<file path="config.mk">
export PLATFORM = sky130hd
export DESIGN_NAME = i2s_rx_capture
export DESIGN_NICKNAME = d
export VERILOG_FILES = /design/src/rtl/i2s_rx_pkg.sv /design/src/rtl/i2s_sync2.sv /design/src/rtl/i2s_rx_capture.sv
export SDC_FILE = /design/constraint.sdc
export NUM_CORES = 1
export LEC_CHECK = 0
export CAP_MARGIN = 5
export CORE_MARGIN = 2
export CORE_UTILIZATION = 38
export DETAILED_ROUTE_END_ITERATION = 10
export DONT_BUFFER_PORTS = 1
export MAX_ROUTING_LAYER = met4
export PLACE_DENSITY = 0.48
export SLEW_MARGIN = 5
export SYNTH_ARGS = -nofsm -noshare
export SYNTH_HDL_FRONTEND = slang
export SYNTH_SLANG_ARGS = --single-unit
</file>
<file path="constraint.sdc">
create_clock -name clk -period 3.75 [get_ports clk]
set_clock_uncertainty 0.15 [all_clocks]
set_input_delay 0.75 -clock clk [delete_from_list [all_inputs] [get_ports clk]]
set_output_delay 0.75 -clock clk [all_outputs]
set_load 0.02 [all_outputs]
</file>
<file path="src/rtl/i2s_rx_pkg.sv">
// Shared constants for the I2S receive capture block: channel encoding of
// the word-select line and the bit-counter width helper.
package i2s_rx_pkg;

  localparam logic CH_LEFT  = 1'b0;
  localparam logic CH_RIGHT = 1'b1;

  // Counter must be able to hold the value data_w itself (saturation point).
  function automatic int cnt_w(input int data_w);
    return $clog2(data_w + 1);
  endfunction

endpackage

</file>
<file path="src/rtl/i2s_sync2.sv">
// Two-flop synchronizer bringing one asynchronous I2S line into the clk domain.
module i2s_sync2 (
  input  logic clk,
  input  logic reset_n,
  input  logic d,
  output logic q
);

  logic meta;

  always_ff @(posedge clk or negedge reset_n) begin
    if (!reset_n) begin
      meta <= 1'b0;
      q    <= 1'b0;
    end else begin
      meta <= d;
      q    <= meta;
    end
  end

endmodule

</file>
<file path="src/rtl/i2s_rx_capture.sv">
// I2S receiver: oversamples sclk/lrclk/data in the clk domain, assembles
// MSB-first words and presents left/right pairs on a valid/ready output.
module i2s_rx_capture
  import i2s_rx_pkg::*;
#(
  parameter int DATA_W = 16
) (
  input  logic              clk,
  input  logic              reset_n,
  input  logic              sclk,
  input  logic              lrclk,
  input  logic              i2s,
  output logic [DATA_W-1:0] out_left,
  output logic [DATA_W-1:0] out_right,
  output logic              out_valid,
  input  logic              out_ready,
  input  logic              ovf_clr,
  output logic              overflow
);

  localparam int               CNT_W   = cnt_w(DATA_W);
  localparam logic [CNT_W-1:0] CNT_MAX = CNT_W'(DATA_W);

  logic              sclk_s;
  logic              lr_s;
  logic              dat_s;
  logic              sclk_d;
  logic              prev_lr;
  logic [CNT_W-1:0]  bit_cnt;
  logic [DATA_W-1:0] shift_q;
  logic [DATA_W-1:0] shift_in;
  logic [DATA_W-1:0] left_hold;
  logic              synced;
  logic              have_left;
  logic              bit_ev;
  logic              boundary;
  logic              pair_done;
  logic              xfer;
  logic              ovf_event;

  i2s_sync2 u_sync_sclk (.clk(clk), .reset_n(reset_n), .d(sclk),  .q(sclk_s));
  i2s_sync2 u_sync_lr   (.clk(clk), .reset_n(reset_n), .d(lrclk), .q(lr_s));
  i2s_sync2 u_sync_dat  (.clk(clk), .reset_n(reset_n), .d(i2s),   .q(dat_s));

  always_comb begin
    bit_ev   = sclk_s & ~sclk_d;
    boundary = bit_ev && (lr_s != prev_lr);
    // Current bit placed at its MSB-first slot; no slot matches once saturated.
    shift_in = shift_q;
    for (int i = 0; i < DATA_W; i++) begin
      if (int'(bit_cnt) == DATA_W - 1 - i) shift_in[i] = dat_s;
    end
    pair_done = boundary && (lr_s == CH_LEFT) && synced && have_left;
    xfer      = out_valid && out_ready;
    ovf_event = pair_done && out_valid && !out_ready;
  end

  // Word assembly. The bit arriving on a boundary still belongs to the word
  // that is ending (one-bit I2S delay), hence shift_in is what completes.
  always_ff @(posedge clk or negedge reset_n) begin
    if (!reset_n) begin
      sclk_d    <= 1'b0;
      prev_lr   <= 1'b0;
      bit_cnt   <= '0;
      shift_q   <= '0;
      left_hold <= '0;
      synced    <= 1'b0;
      have_left <= 1'b0;
    end else begin
      sclk_d <= sclk_s;
      if (bit_ev) begin
        prev_lr <= lr_s;
        if (boundary) begin
          bit_cnt <= '0;
          shift_q <= '0;
          synced  <= 1'b1;
          if (lr_s == CH_RIGHT) begin
            left_hold <= shift_in;
            have_left <= synced;
          end else begin
            have_left <= 1'b0;
          end
        end else if (bit_cnt < CNT_MAX) begin
          shift_q <= shift_in;
          bit_cnt <= bit_cnt + 1'b1;
        end
      end
    end
  end

  // Handshake: a pair transfers on any clk where out_valid && out_ready.
  // While out_valid is high without a transfer the pair is frozen; a new
  // pair arriving then is dropped and flagged in the sticky overflow bit.
  always_ff @(posedge clk or negedge reset_n) begin
    if (!reset_n) begin
      out_left  <= '0;
      out_right <= '0;
      out_valid <= 1'b0;
      overflow  <= 1'b0;
    end else begin
      if (pair_done && (!out_valid || out_ready)) begin
        out_left  <= left_hold;
        out_right <= shift_in;
        out_valid <= 1'b1;
      end else if (xfer) begin
        out_valid <= 1'b0;
      end
      if (ovf_event) begin
        overflow <= 1'b1;
      end else if (ovf_clr) begin
        overflow <= 1'b0;
      end
    end
  end

endmodule

</file>
==> results.toml <==
[timing]
rsz0062_at_grt = "false"
slew_violations = 0
fin_crit_ns = 2.16
fin_tns_setup_ns = 0
worst_slew_pin_slew_ns = 0.599
setup_viol = 0
period_share_pct = 57.7
max_freq_mhz = 462
hold_ws_ns = 0.145
slew_headroom_pct = 60.1
hold_viol = 0

[drt]
first_pass_iters = 4
vias_per_cell = 5.12
vias = 2033
wl_per_cell_um = 16.9
ant_nets = 0
drt_wl_total_um = 6700
drtIter0Drc = 100
drc = 0

[power_and_ir_drop]
ir_drop_mv = 0.224
power_density_nw_per_um2 = 734
p_leak_nw = 1.63

[synthesis]
synth_top_family_by_area = "multiplexers"
synth-compound-area-share_pct = 8.39
yosysUniqueCellTypes = 30
ys.flop_type = "dfrtp_1"
async_flop_share_pct = 100
synth_seq_cells = 81
synth-simple-area-share_pct = 10.6
synth_nets = 299
synth.mux.area_fraction_pct = 14.8
syn_area_sq_um = 3460
ys_top_cells_by_area = "dfrtp_1, mux2i_1, mux2_1, a21oi_1, nor4bb_1"
synth_fa_ha_area_share_pct = 1.81
syn_area_per_cell_sq_um = 12.0
synth_top_area_share_pct = 58.6
synth_edf_count = 0
synth.yosys.warnings = 0
yosys-top-cells-count = "dfrtp_1, a21oi_1, mux2i_1, inv_1, nor2_1"
seq_area_frac_synth_pct = 58.6
synth_top_area_cell = "dfrtp_1"
yosysMostFrequentCell = "dfrtp_1"
synth_xor_area_share_pct = 0.760
postSynthCellCount = 287

[setup_path]
crit_buf_inv = 1
required_ns = 3.83
worstPathCellList = "nand2b_4 > nor4b_4 > buf_4 > mux2_1"
slowest_delay_ns = 0.46
critPathArrivalTime_ns = 2.24
end_kind = "flop"
criticalPathCategory = "flop to flop"
critPathLaunchType = "flop"
crit_family = "simple AND/OR/NAND/NOR gates"
critPathMaxFanout = 32
crit_slowest_cell = "buf_4"
worst-r2r-setup-slack_ns = 1.59

[global_routing]
grt_start_max_net_pins = 82
grt_overflow_total = 0
antenna_found_initial = 0
grt_usage_pct = 15.3
grt_pass1_wl_um = 11300
grt_pass1_vias = 2150

[die]
core-area_sq_um = 8760
die-area_sq_um = 9880
start_util_pct = 39.5
die_y_um = 99.4
die_w_um = 99.4
ios = 41
rows = 34

[clock_tree]
cts_tree = "built"
clock_latency_ns = 0.34
htreeDepth = 3
cts-root-buf = "clkbuf_8"
path_clk_slew_ns = 0.09
clock-sinks = 81
clk_path_buf_depth = 2
cts_made_buffers = 9

[cells_and_area]
antenna_cells = 0
area_growth_pct = 8.72
drive_gt1_share_pct = 9.00
fin_nets = 296

[run_status]
status = "complete, no violations"

[placed_design]
hpwl_um = 3990
numPortBuffers = 0
globalplace.congestion = 0.738

[flow_run]
cap_violations = 0

[min_path]
min_path_type = "primary input to asynchronous set/reset pin"
-- what timing repair did --
item,in CTS,in global routing
hold buffers,1,0
hold endpoints to repair,81,0
setup buffers,0,0
resized for setup,0,0
-- power breakdown --
part           total, mW  switching [mW]  leakage (nW)  internal (mW)
registers           1.59           0.418         0.954           1.17
logic              0.551           0.289         0.579          0.262
clock network      0.623           0.315        0.0933          0.308
-- state kept, by name, indices dropped and copies added, names as in the netlist, 5 cells and up --
signal and flops:
left_hold 16, out_left 16, out_right 16, shift_q 16, bit_cnt 5
-- metal layers --
layer	share of wire, %	wire length [um]	global-route usage (%)
met2	43	2870	21.0
met3	5.1	339	4.50
met5	0	0	-
met1	51	3430	22.0
met4	0.94	63	4.32
-- cell families after synthesis --
kind of cell / after synthesis
flip-flops: 81
AND/OR/NAND/NOR: 55
AO/OA/AOI/OAI: 54
multiplexers: 49
buffers and inverters: 40
adder cells (fa/ha/maj): 5
XOR/XNOR: 3
-- placed cells by master (no fill, tap or decap), drive strengths merged --
| master | instances |
|---|---|
| a21oi | 34 |
| and3 | 1 |
| buf | 5 |
| bufinv | 1 |
| clkbuf | 11 |
| clkinv | 3 |
| clkinvlp | 1 |
| dfrtp | 81 |
| ha | 5 |
| inv | 21 |
| mux2 | 17 |
| mux2i | 32 |
| nand2 | 6 |
| nand2b | 3 |
| nand3 | 2 |
| nand4b | 3 |
| nor2 | 19 |
| nor2b | 1 |
| nor3b | 1 |
| nor4b | 5 |
| nor4bb | 10 |
| o21ai | 4 |
| o22ai | 16 |
| or2 | 1 |
| or3 | 2 |
| or3b | 1 |
| xnor2 | 3 |
-- stage by stage --
step                      total power [mW]  area (sq um)  cells  util [%]  setup WS (ns)
after floorplan                       1.98          3460    287         -           1.75
after global routing                  2.97          3760    397      42.9           1.38
after detailed placement              2.15          3540    380      40.4           1.51
final                                 2.76          3760    397      42.9           1.59
after global placement                2.13          3540    380      40.4           1.55
after CTS                             2.80          3760    397      42.9           1.53
-- final timing paths --
check / start / end / cells after the start
min reg2reg: u_sync_lr.meta / u_sync_lr.q / 0
max: sclk_d / out_left[5] / 4
max in group asynchronous: reset_n / shift_q[9] / 1
min: reset_n / out_left[0] / 1
min in group clk: u_sync_lr.meta / u_sync_lr.q / 0
max reg2reg: sclk_d / out_left[5] / 4
-- layout make-up --
cell class / count / area [sq um]
clock buffers: 11 / 131
clock inverters: 5 / 56.3
fillers: 845 / 5000
inverters: 21 / 78.8
multi-input cells: 166 / 1270
flip-flops and latches: 81 / 2030
well taps: 108 / 135
repair buffers: 5 / 57.6
(Power assumes the default switching activity.)
